**src/rtl/pipeline_hazard_ctrl_if.sv**
```systemverilog
// Hazard-control bundle: the pipeline latch observations and memory-ready
// inputs, plus the latch enables, bubble valids and next-PC select that the
// central sequencer drives back into the pipeline.
interface pipeline_hazard_ctrl_if #(
   parameter int STALL_CNT_W = 32
);
   logic                   DE_V;
   logic [31:0]            DE_IR;
   logic                   EXE_V;
   logic [31:0]            EXE_IR;
   logic [4:0]             EXE_DRID;
   logic                   EXE_BR_RESOLVED;
   logic                   EXE_BR_TAKEN;
   logic                   EXE_ECALL;
   logic                   IF_STALL;
   logic                   MEM_STALL;
   logic                   LD_PC;
   logic                   LD_DE;
   logic                   LD_AGEX;
   logic                   LD_MEM;
   logic                   LD_WB;
   logic                   DE_V_IN;
   logic                   EXE_V_IN;
   logic [1:0]             PC_SEL;
   logic                   TRAP_CS;
   logic [1:0]             CTRL_STATE;
   logic [STALL_CNT_W-1:0] STALL_CNT;

   // Pipeline side: presents latch contents, consumes the control outputs.
   modport master (
      output DE_V, DE_IR, EXE_V, EXE_IR, EXE_DRID, EXE_BR_RESOLVED,
             EXE_BR_TAKEN, EXE_ECALL, IF_STALL, MEM_STALL,
      input  LD_PC, LD_DE, LD_AGEX, LD_MEM, LD_WB, DE_V_IN, EXE_V_IN,
             PC_SEL, TRAP_CS, CTRL_STATE, STALL_CNT
   );

   // Sequencer side.
   modport slave (
      input  DE_V, DE_IR, EXE_V, EXE_IR, EXE_DRID, EXE_BR_RESOLVED,
             EXE_BR_TAKEN, EXE_ECALL, IF_STALL, MEM_STALL,
      output LD_PC, LD_DE, LD_AGEX, LD_MEM, LD_WB, DE_V_IN, EXE_V_IN,
             PC_SEL, TRAP_CS, CTRL_STATE, STALL_CNT
   );
endinterface

```
**src/rtl/pipeline_hazard_ctrl.sv**
```systemverilog
// Central stall/flush sequencer for the 5-stage pipeline: load-use interlock,
// branch resolution wait, ECALL drain-and-redirect and data-memory freeze.
// All control outputs are combinational from the registered state and the
// current inputs; only the debug state and the stall counter are registered.
module pipeline_hazard_ctrl #(
   parameter int STALL_CNT_W = 32
) (
   input  logic                  CLK,
   input  logic                  reset,
   pipeline_hazard_ctrl_if.slave hz_if
);

   typedef enum logic [1:0] {
      S_RUN     = 2'd0,
      S_BR_WAIT = 2'd1,
      S_DRAIN   = 2'd2,
      S_TRAP    = 2'd3
   } state_t;

   state_t                 r_state, w_state_nxt;
   logic [1:0]             r_drain_cnt, w_drain_nxt;
   logic [STALL_CNT_W-1:0] r_stall_cnt;

   logic [6:0] w_de_op, w_exe_op;
   logic       w_is_cf, w_uses_rs2, w_load_use, w_ecall;
   logic       w_ld_pc, w_ld_de, w_ld_agex, w_ld_mem, w_ld_wb;
   logic       w_de_v_in, w_exe_v_in, w_trap_cs;
   logic [1:0] w_pc_sel;

   // Instruction fields this block does not decode.
   logic w_unused;
   assign w_unused = ^{hz_if.DE_IR[31:25], hz_if.DE_IR[14:7], hz_if.EXE_IR[31:7]};

   assign w_de_op  = hz_if.DE_IR[6:0];
   assign w_exe_op = hz_if.EXE_IR[6:0];

   // Conditional branch, JAL, JALR.
   assign w_is_cf = hz_if.DE_V &&
                    (w_de_op == 7'b1100011 || w_de_op == 7'b1101111 ||
                     w_de_op == 7'b1100111);

   // R-type (64/32-bit), store and branch read rs2; everything else ignores it.
   assign w_uses_rs2 = (w_de_op == 7'b0110011) || (w_de_op == 7'b0111011) ||
                       (w_de_op == 7'b0100011) || (w_de_op == 7'b1100011);

   assign w_load_use = hz_if.EXE_V && (w_exe_op == 7'b0000011) &&
                       (hz_if.EXE_DRID != 5'd0) && hz_if.DE_V &&
                       ((hz_if.EXE_DRID == hz_if.DE_IR[19:15]) ||
                        (w_uses_rs2 && hz_if.EXE_DRID == hz_if.DE_IR[24:20]));

   // ECALL is only taken from the states where EXE still holds live work.
   assign w_ecall = hz_if.EXE_V && hz_if.EXE_ECALL &&
                    (r_state == S_RUN || r_state == S_BR_WAIT);

   // State and drain counter registers.
   always_ff @(posedge CLK) begin
      if (reset) begin
         r_state     <= S_RUN;
         r_drain_cnt <= 2'd0;
      end else begin
         r_state     <= w_state_nxt;
         r_drain_cnt <= w_drain_nxt;
      end
   end

   // Stall counter: any cycle that does not push a valid instruction into EXE.
   always_ff @(posedge CLK) begin
      if (reset)
         r_stall_cnt <= '0;
      else if (!w_ld_agex || !w_exe_v_in)
         r_stall_cnt <= r_stall_cnt + STALL_CNT_W'(1);
   end

   // Next-state logic; a memory freeze holds state and drain counter as-is.
   always_comb begin
      w_state_nxt = r_state;
      w_drain_nxt = r_drain_cnt;
      if (!hz_if.MEM_STALL) begin
         if (w_ecall) begin
            w_state_nxt = S_DRAIN;
            w_drain_nxt = 2'd2;
         end else begin
            case (r_state)
               // A control-flow instruction still moves to EXE when fetch is
               // stalled (same outputs), so it must be tracked in BR_WAIT.
               S_RUN:     if (!w_load_use && w_is_cf) w_state_nxt = S_BR_WAIT;
               S_BR_WAIT: if (hz_if.EXE_BR_RESOLVED) w_state_nxt = S_RUN;
               S_DRAIN: begin
                  w_drain_nxt = r_drain_cnt - 2'd1;
                  if (r_drain_cnt == 2'd1) w_state_nxt = S_TRAP;
               end
               S_TRAP:    w_state_nxt = S_RUN;
               default:   w_state_nxt = S_RUN;
            endcase
         end
      end
   end

   // Output logic: latch enables, bubble valids, PC select and trap strobe.
   always_comb begin
      w_ld_pc    = 1'b0;
      w_ld_de    = 1'b0;
      w_ld_agex  = 1'b0;
      w_ld_mem   = 1'b0;
      w_ld_wb    = 1'b0;
      w_de_v_in  = 1'b0;
      w_exe_v_in = 1'b0;
      w_pc_sel   = 2'd0;
      w_trap_cs  = 1'b0;
      if (!reset && !hz_if.MEM_STALL) begin
         if (w_ecall) begin
            // Flush DE/EXE behind the ECALL while it drains toward WB.
            w_ld_de   = 1'b1;
            w_ld_agex = 1'b1;
            w_ld_mem  = 1'b1;
            w_ld_wb   = 1'b1;
         end else begin
            case (r_state)
               S_RUN: begin
                  w_ld_pc    = 1'b1;
                  w_ld_de    = 1'b1;
                  w_ld_agex  = 1'b1;
                  w_ld_mem   = 1'b1;
                  w_ld_wb    = 1'b1;
                  w_de_v_in  = 1'b1;
                  w_exe_v_in = hz_if.DE_V;
                  if (w_load_use) begin
                     w_ld_pc    = 1'b0;
                     w_ld_de    = 1'b0;
                     w_exe_v_in = 1'b0;
                  end else if (hz_if.IF_STALL || w_is_cf) begin
                     w_ld_pc   = 1'b0;
                     w_de_v_in = 1'b0;
                  end
               end
               S_BR_WAIT: begin
                  w_ld_de   = 1'b1;
                  w_ld_agex = 1'b1;
                  w_ld_mem  = 1'b1;
                  w_ld_wb   = 1'b1;
                  if (hz_if.EXE_BR_RESOLVED) begin
                     w_ld_pc  = 1'b1;
                     w_pc_sel = hz_if.EXE_BR_TAKEN ? 2'd1 : 2'd0;
                  end
               end
               S_DRAIN: begin
                  w_ld_de   = 1'b1;
                  w_ld_agex = 1'b1;
                  w_ld_mem  = 1'b1;
                  w_ld_wb   = 1'b1;
               end
               S_TRAP: begin
                  w_ld_pc   = 1'b1;
                  w_ld_de   = 1'b1;
                  w_ld_agex = 1'b1;
                  w_ld_mem  = 1'b1;
                  w_ld_wb   = 1'b1;
                  w_pc_sel  = 2'd2;
                  w_trap_cs = 1'b1;
               end
               default: ;
            endcase
         end
      end
   end

   assign hz_if.LD_PC      = w_ld_pc;
   assign hz_if.LD_DE      = w_ld_de;
   assign hz_if.LD_AGEX    = w_ld_agex;
   assign hz_if.LD_MEM     = w_ld_mem;
   assign hz_if.LD_WB      = w_ld_wb;
   assign hz_if.DE_V_IN    = w_de_v_in;
   assign hz_if.EXE_V_IN   = w_exe_v_in;
   assign hz_if.PC_SEL     = w_pc_sel;
   assign hz_if.TRAP_CS    = w_trap_cs;
   assign hz_if.CTRL_STATE = reset ? 2'd0 : r_state;
   assign hz_if.STALL_CNT  = r_stall_cnt;

endmodule

```
**src/flat_wrapper.sv**
```systemverilog
// flat-port wrapper written by rule: the top's interface ports become plain ports
module pipeline_hazard_ctrl_flat 
#(
   parameter int STALL_CNT_W = 32
)
  (CLK, reset, hz_if_DE_V, hz_if_DE_IR, hz_if_EXE_V, hz_if_EXE_IR, hz_if_EXE_DRID, hz_if_EXE_BR_RESOLVED, hz_if_EXE_BR_TAKEN, hz_if_EXE_ECALL, hz_if_IF_STALL, hz_if_MEM_STALL, hz_if_LD_PC, hz_if_LD_DE, hz_if_LD_AGEX, hz_if_LD_MEM, hz_if_LD_WB, hz_if_DE_V_IN, hz_if_EXE_V_IN, hz_if_PC_SEL, hz_if_TRAP_CS, hz_if_CTRL_STATE, hz_if_STALL_CNT);
  pipeline_hazard_ctrl_if #(.STALL_CNT_W(STALL_CNT_W)) hz_if_i ();
  input  logic CLK;
  input  logic reset;
  input wire logic [$bits(hz_if_i.DE_V)-1:0] hz_if_DE_V;
  input wire logic [$bits(hz_if_i.DE_IR)-1:0] hz_if_DE_IR;
  input wire logic [$bits(hz_if_i.EXE_V)-1:0] hz_if_EXE_V;
  input wire logic [$bits(hz_if_i.EXE_IR)-1:0] hz_if_EXE_IR;
  input wire logic [$bits(hz_if_i.EXE_DRID)-1:0] hz_if_EXE_DRID;
  input wire logic [$bits(hz_if_i.EXE_BR_RESOLVED)-1:0] hz_if_EXE_BR_RESOLVED;
  input wire logic [$bits(hz_if_i.EXE_BR_TAKEN)-1:0] hz_if_EXE_BR_TAKEN;
  input wire logic [$bits(hz_if_i.EXE_ECALL)-1:0] hz_if_EXE_ECALL;
  input wire logic [$bits(hz_if_i.IF_STALL)-1:0] hz_if_IF_STALL;
  input wire logic [$bits(hz_if_i.MEM_STALL)-1:0] hz_if_MEM_STALL;
  output wire logic [$bits(hz_if_i.LD_PC)-1:0] hz_if_LD_PC;
  output wire logic [$bits(hz_if_i.LD_DE)-1:0] hz_if_LD_DE;
  output wire logic [$bits(hz_if_i.LD_AGEX)-1:0] hz_if_LD_AGEX;
  output wire logic [$bits(hz_if_i.LD_MEM)-1:0] hz_if_LD_MEM;
  output wire logic [$bits(hz_if_i.LD_WB)-1:0] hz_if_LD_WB;
  output wire logic [$bits(hz_if_i.DE_V_IN)-1:0] hz_if_DE_V_IN;
  output wire logic [$bits(hz_if_i.EXE_V_IN)-1:0] hz_if_EXE_V_IN;
  output wire logic [$bits(hz_if_i.PC_SEL)-1:0] hz_if_PC_SEL;
  output wire logic [$bits(hz_if_i.TRAP_CS)-1:0] hz_if_TRAP_CS;
  output wire logic [$bits(hz_if_i.CTRL_STATE)-1:0] hz_if_CTRL_STATE;
  output wire logic [$bits(hz_if_i.STALL_CNT)-1:0] hz_if_STALL_CNT;
  assign hz_if_i.DE_V = hz_if_DE_V;
  assign hz_if_i.DE_IR = hz_if_DE_IR;
  assign hz_if_i.EXE_V = hz_if_EXE_V;
  assign hz_if_i.EXE_IR = hz_if_EXE_IR;
  assign hz_if_i.EXE_DRID = hz_if_EXE_DRID;
  assign hz_if_i.EXE_BR_RESOLVED = hz_if_EXE_BR_RESOLVED;
  assign hz_if_i.EXE_BR_TAKEN = hz_if_EXE_BR_TAKEN;
  assign hz_if_i.EXE_ECALL = hz_if_EXE_ECALL;
  assign hz_if_i.IF_STALL = hz_if_IF_STALL;
  assign hz_if_i.MEM_STALL = hz_if_MEM_STALL;
  assign hz_if_LD_PC = hz_if_i.LD_PC;
  assign hz_if_LD_DE = hz_if_i.LD_DE;
  assign hz_if_LD_AGEX = hz_if_i.LD_AGEX;
  assign hz_if_LD_MEM = hz_if_i.LD_MEM;
  assign hz_if_LD_WB = hz_if_i.LD_WB;
  assign hz_if_DE_V_IN = hz_if_i.DE_V_IN;
  assign hz_if_EXE_V_IN = hz_if_i.EXE_V_IN;
  assign hz_if_PC_SEL = hz_if_i.PC_SEL;
  assign hz_if_TRAP_CS = hz_if_i.TRAP_CS;
  assign hz_if_CTRL_STATE = hz_if_i.CTRL_STATE;
  assign hz_if_STALL_CNT = hz_if_i.STALL_CNT;
  pipeline_hazard_ctrl #(.STALL_CNT_W(STALL_CNT_W)) u_core (.CLK(CLK), .reset(reset), .hz_if(hz_if_i));
endmodule
```
**config.mk**
```make
export PLATFORM = sky130hd
export DESIGN_NAME = pipeline_hazard_ctrl_flat
export DESIGN_NICKNAME = d
export VERILOG_FILES = /design/src/rtl/pipeline_hazard_ctrl_if.sv /design/src/rtl/pipeline_hazard_ctrl.sv /design/src/flat_wrapper.sv
export SDC_FILE = /design/constraint.sdc
export NUM_CORES = 1
export LEC_CHECK = 0
export ABC_AREA = 1
export CELL_PAD_IN_SITES_DETAIL_PLACEMENT = 0
export CELL_PAD_IN_SITES_GLOBAL_PLACEMENT = 1
export CORE_AREA = 2 2 93 117
export CTS_CLUSTER_SIZE = 14
export DETAILED_ROUTE_END_ITERATION = 6
export DIE_AREA = 0 0 95 119
export PLACE_DENSITY = 0.85
export SETUP_SLACK_MARGIN = 0.15
export SLEW_MARGIN = 20
export SYNTH_ARGS = -nofsm -noshare
export SYNTH_HDL_FRONTEND = slang
export SYNTH_SLANG_ARGS = --single-unit
export TNS_END_PERCENT = 50
```
**constraint.sdc**
```tcl
create_clock -name CLK -period 2 [get_ports CLK]
set_input_delay 0.4 -clock CLK [delete_from_list [all_inputs] [get_ports CLK]]
set_output_delay 0.4 -clock CLK [all_outputs]
set_load 0.02 [all_outputs]
```
# Word level (Yosys, flattened, before mapping)
# Cells that the tools add are included.
dict set report classes {
  addsub 2
  n_eq_ne 16
  muxes 37
  bitwise 1
  n_reduce_logical 31
}
# cell n
set op_table {}
lappend op_table {{$add 32x1->32 const B} 1}
lappend op_table {{$mux 1} 23}
lappend op_table {{$eq 7x6->1 const B} 3}
lappend op_table {{$eq 7x7->1 const B} 3}
lappend op_table {{$mux 2} 10}
lappend op_table {{$eq 5x5->1} 2}
lappend op_table {{$logic_and 1x1->1} 10}
lappend op_table {{$logic_or 1x1->1} 9}
lappend op_table {{$pmux 2 s4} 1}
lappend op_table {{$eq 7x2->1 const B} 1}
lappend op_table {{$ne 3x2->1 const B} 2}
lappend op_table {{$logic_not 1->1} 5}
lappend op_table {{$reduce_bool 5->1} 1}
lappend op_table {{$eq 2x1->1 const B} 2}
lappend op_table {{$eq 2x2->1 const B} 2}
lappend op_table {{$pmux 2 s2} 1}
lappend op_table {{$reduce_and 4->1} 1}
lappend op_table {{$reduce_or 4->1} 1}
lappend op_table {{$ne 3x1->1 const B} 1}
lappend op_table {{$pmux 1 s3} 1}
lappend op_table {{$reduce_or 3->1} 1}
lappend op_table {{$logic_not 2->1} 1}
lappend op_table {{$pmux 1 s2} 1}
lappend op_table {{$reduce_and 2->1} 1}
lappend op_table {{3 further kinds} 3}
dict set report totals {
  ff_bits 36
  input_bits 78
  out_inout_bits 44
  wordCells 90
}

# Depth between registers and ports, before layout
dict set report depth {
  ltp_word 13
  mapped_depth 13
}

# Worst setup path before layout
# OpenSTA, ideal clock, no wires.
dict set report synth_timing {
  kind {input to output}
  start {input reset}
  end {output hz_if_PC_SEL[1]}
  arrival_time_ns 1.640
  path_slack_ns -0.040
  cell_stages 5
  path_buffers 2
  cell_sequence {buf_2 -> nor2_4 -> inv_1 -> nor3_1 -> buf_4}
}
dict set report synth_via {
  elab_chain_cells 3
}
# element line_no
set synth_rtl {}
lappend synth_rtl {{from (decl)} flat_wrapper.sv:9} ;# input logic reset;
lappend synth_rtl {{$logic_not 1->1} pipeline_hazard_ctrl.sv:110} ;# if (!reset && !hz_if.MEM_STALL) begin
lappend synth_rtl {{$logic_and 1x1->1} pipeline_hazard_ctrl.sv:110}
lappend synth_rtl {{$mux 2} pipeline_hazard_ctrl.sv:110}
lappend synth_rtl {{to (decl)} flat_wrapper.sv:27} ;# output wire logic [$bits(hz_if_i.PC_SEL)-1:0] hz_if_PC_SEL;
# Every way passes these cells.

# Worst setup path after layout
dict set report layout_timing {
  start {register u_core.r_stall_cnt[26], in the netlist u_core.hz_if.STALL_CNT[26]}
  end {output hz_if_STALL_CNT[26]}
}
# element line_no
set layout_lines {}
lappend layout_lines {{from (decl)} pipeline_hazard_ctrl.sv:22} ;# logic [STALL_CNT_W-1:0] r_stall_cnt;
lappend layout_lines {{from (signal assigned)} pipeline_hazard_ctrl.sv:71} ;# r_stall_cnt <= r_stall_cnt + STALL_CNT_W'(1);
lappend layout_lines {{to (decl)} flat_wrapper.sv:30} ;# output wire logic [$bits(hz_if_i.STALL_CNT)-1:0] hz_if_STALL_CNT;
# No word-level cell between the ends.

==> results <==
[state kept, by name, summed over array words and instances (netlist names)]
signal	count
u_core.hz_if.STALL_CNT	32
u_core.r_drain_cnt	2
u_core.r_state	2
[power groups by stage]
stage               clock network [mW]  registers, mW  logic [mW]
floorplan                            0          0.808       0.264
global placement                     0          0.787       0.553
finish                           0.795          0.775       0.611
detailed placement                   0          0.790       0.560
CTS                              0.807          0.775       0.569
global route                     0.829          0.778       0.670
[stage by stage]
stage	instance area, um2	hold slack, ns
floorplan	2790	0.489
global route	4120	0.542
CTS	4040	0.512
finish	4120	0.512
global placement	3830	0.499
detailed placement	3830	0.503
[cells by family after synthesis]
family                   Yosys count  synth area share (%)
AND/OR/NAND/NOR                  299                  48.7
flip-flops                        36                  25.9
AO/OA/AOI/OAI                     41                  7.56
adder cells (fa/ha/maj)            2                 0.900
XOR/XNOR                          21                  6.62
buffers and inverters             65                  10.3
[what timing repair did]
item,CTS,global route
pin swaps,43,37
buffers inserted,10,1
gates resized for setup,152,59
endpoints found under the setup margin,48,13
[layout by cell type, fill, tap and decap left out, types with 4 or more instances in the layout]
cell type                         netlist  final
sky130_fd_sc_hd__xnor2_1                8      8
sky130_fd_sc_hd__nand3_1               40     37
sky130_fd_sc_hd__nand2_1              150    138
sky130_fd_sc_hd__nand4_1                8      8
sky130_fd_sc_hd__nor2_4                 5      9
sky130_fd_sc_hd__nand3_2                1      4
sky130_fd_sc_hd__clkbuf_2               0     11
sky130_fd_sc_hd__nor2_2                 2      7
sky130_fd_sc_hd__xor2_1                13     12
sky130_fd_sc_hd__clkdlybuf4s50_1        0     34
sky130_fd_sc_hd__dlygate4sd2_1          0      9
sky130_fd_sc_hd__nor2_1                60     51
sky130_fd_sc_hd__nand2_2                4     15
sky130_fd_sc_hd__a21oi_1               36     32
sky130_fd_sc_hd__nor3_1                10      8
sky130_fd_sc_hd__clkbuf_16              0      5
sky130_fd_sc_hd__buf_6                  3     12
sky130_fd_sc_hd__nor3_2                 5      6
sky130_fd_sc_hd__buf_4                  3     29
sky130_fd_sc_hd__buf_2                  7     12
sky130_fd_sc_hd__inv_2                  3     10
sky130_fd_sc_hd__clkdlybuf4s15_1        0      4
sky130_fd_sc_hd__nand3b_1              11     11
sky130_fd_sc_hd__inv_1                 46     37
sky130_fd_sc_hd__dfxtp_1               36     35
[how the worst max path moves through the flow]
stage / slack (ns) / startpoint / end / cells after the start
global placement: -0.73 / hz_if_DE_IR[3] / hz_if_LD_PC / 9
floorplan: 0.14 / hz_if_EXE_IR[3] / hz_if_DE_V_IN / 8
CTS: 0.11 / hz_if_DE_IR[4] / hz_if_LD_PC / 9
detailed placement: -0.74 / hz_if_DE_IR[3] / hz_if_LD_PC / 9
finish: 0.14 / u_core.hz_if.STALL_CNT[26] / hz_if_STALL_CNT[26] / 1
global route: 0.11 / u_core.hz_if.STALL_CNT[26] / hz_if_STALL_CNT[26] / 1
[cell type report]
| class | count | area (um2) |
|---|---|---|
| Tap cell | 132 | 165 |
| Multi-Input combinational cell | 363 | 1920 |
| Fill cell | 1085 | 6230 |
| Sequential cell | 36 | 722 |
| Clock inverter | 2 | 10.0 |
| Inverter | 49 | 189 |
| Timing Repair Buffer | 115 | 977 |
| Clock buffer | 6 | 139 |
[routing by layer]
layer | track usage, % | wire, um
met1 | 17.9 | 3590
met2 | 29.5 | 4740
met3 | 2.47 | 409
met4 | 5.25 | 182
met5 | 0 | 0
==> Flow_metrics.wiki <==
{| class="wikitable"
! Metric !! Value
|-
| Endpoint, Worst Hold || u_core.hz_if.STALL_CNT[31]
|-
| Area overhead of the layout relative to synthesis || 48.2%
|-
| Number of endpoints failing setup at the final stage || 0
|-
| Initial cell density of the core || 26.9%
|-
| Wirelength, routed || 8930 um
|-
| Antenna cell count || 0
|-
| Final layout net count || 650
|-
| Number of antenna violations at the first check in global routing || 0
|-
| Type of the worst setup path || reg -> out
|-
| HPWL after DPL || 6750 um
|-
| Core Region || 10,400 um2
|-
| Top-area cell type share of the netlist area || 25.9%
|-
| Yosys warning total || 0
|-
| Switching power || 671 uW
|-
| Number of buffers added by the clock tree synthesis step || 5
|-
| Remaining routing DRC violations || 0
|-
| Register area share after synthesis || 25.9%
|-
| Predominant post-synthesis flop cell || sky130_fd_sc_hd__dfxtp_1
|-
| Power share of the sequential group || 35.5%
|-
| Cell at the root of the clock tree || sky130_fd_sc_hd__clkbuf_16
|-
| Die height || 119 um
|-
| Worst-case setup margin in the final layout || 0.143 ns
|-
| Chain of cells forming the critical path || clkdlybuf4s50_1
|-
| Synth top area cells || sky130_fd_sc_hd__dfxtp_1 26%, sky130_fd_sc_hd__nand2_1 20%, sky130_fd_sc_hd__nor2_1 8.1%
|-
| Total Die Area || 11,300 um2
|-
| Number of global-route vias before repair || 3,227
|-
| Number of flops mapped to enable cells by yosys || 0
|-
| Final hold violation count || 0
|-
| First-pass GRT wire length || 14,600 um
|-
| Largest fanout of any net on the critical path || 8
|-
| Antenna Nets Post-Route || 0
|-
| Synth Instances || 464
|-
| Data required time at the worst endpoint || 1.60 ns
|-
| Run status || finished, final reports clean
|-
| Delay of the slowest cell on the worst path || 0.67 ns
|-
| Share of synthesized flip-flops with an asynchronous set or reset || 0%
|-
| Number of ports placed on the die boundary || 122
|-
| Port Buffer Count || 81
|-
| Library cell with the highest instance count after synthesis || sky130_fd_sc_hd__nand2_1
|-
| Leakage || 1.69 nW
|-
| Final standard cell count with taps included and fillers excluded || 703
|-
| Switching part of the total || 30.8%
|-
| Tcrit/Tclk final || 92.9%
|-
| Actual slew at the worst max-slew pin || 0.379 ns
|-
| Largest area contributor in the netlist || sky130_fd_sc_hd__dfxtp_1
|-
| Area of the mapped netlist || 2780 um2
|-
| Max Buffers Root-to-Sink || 2
|-
| Gate family responsible for the most delay along the worst path || buffers and inverters
|-
| Clock Power Share || 36.4%
|-
| Clock skew || 0.00374 ns
|-
| Critical hold path startpoint || u_core.hz_if.STALL_CNT[31]
|-
| Clock latency of the later-clocked register in the worst-skew pair || 0.28 ns
|-
| Maximum number of pins on one net before global-route repair || 35
|-
| Clock Sinks || 36
|-
| Cell count after placement || 684
|-
| Total Power || 2.18 mW
|-
| Clock tree from TritonCTS || done
|-
| Row Count || 42
|-
| Data arrival time at the worst-slack endpoint || 1.46 ns
|-
| Pre-CTS setup slack || -0.743 ns
|-
| Clock transition time at the flip-flop clock pins of the worst setup and hold paths || 0.05 ns
|-
| Vias after detailed routing || 3,269
|-
| Post-synthesis cell type count || 27
|-
| Ratio of cells with drive above 1 in the final layout || 24.7%
|-
| Hold buffer count at CTS || 0
|-
| Startpoint of the worst-slack reg-to-reg timing path || u_core.r_state[0]
|-
| Reg-to-Reg End || u_core.hz_if.STALL_CNT[16]
|-
| Number of buffers and inverters on the critical path || 1
|-
| Worst Setup Start Kind || flop
|-
| Cell count of the worst reg-to-reg path || 9
|-
| Unrepaired setup endpoints after global routing || true
|-
| Count of routing violations after the opening detailed-route iteration || 196
|-
| Vias per std cell || 4.65
|-
| Power per Cell Area || 529 nW/um2
|-
| Minimum period implied by the final worst setup slack || 1.86 ns
|-
| Post-layout utilization of the core || 39.8%
|-
| Relative slew margins || 74.6%
|-
| Average cell area after synthesis || 5.99 um2
|-
| Number of iterations in the first detailed-routing pass || 4
|-
| Top cells by instance count after synthesis || 150 x sky130_fd_sc_hd__nand2_1, 60 x sky130_fd_sc_hd__nor2_1, 46 x sky130_fd_sc_hd__inv_1
|-
| Die span in x || 95 um
|-
| Average wire length per cell after detail routing || 12.7 um
|-
| FF-to-FF setup slack || 0.36 ns
|-
| Highest-delay cell along the critical path || sky130_fd_sc_hd__clkdlybuf4s50_1
|-
| Number of synthesized register bits || 36
|-
| Peak VDD IR || 246 uV
|-
| Type of destination of the critical path || output pin
|-
| Slew Limit Fails || 0
|-
| Total global-route track usage || 15.8%
|-
| Post-Route Setup TNS || 0 ns
|-
| Internal || 1.51 mW
|-
| Total number of H-tree levels || 2
|-
| Worst min-delay path category || reg -> reg
|-
| Portion of total power attributed to combinational logic || 28.0%
|-
| Cell depth of the worst min-delay path || 2
|-
| Number of maximum-capacitance constraint violations || 0
|-
| GR Overflow Total || 0
|-
| Maximum clock frequency || 538 MHz
|-
| Synth Net Count || 544
|-
| RePlAce Congestion || 0.871
|}
Power figures use the tool's default switching activity.
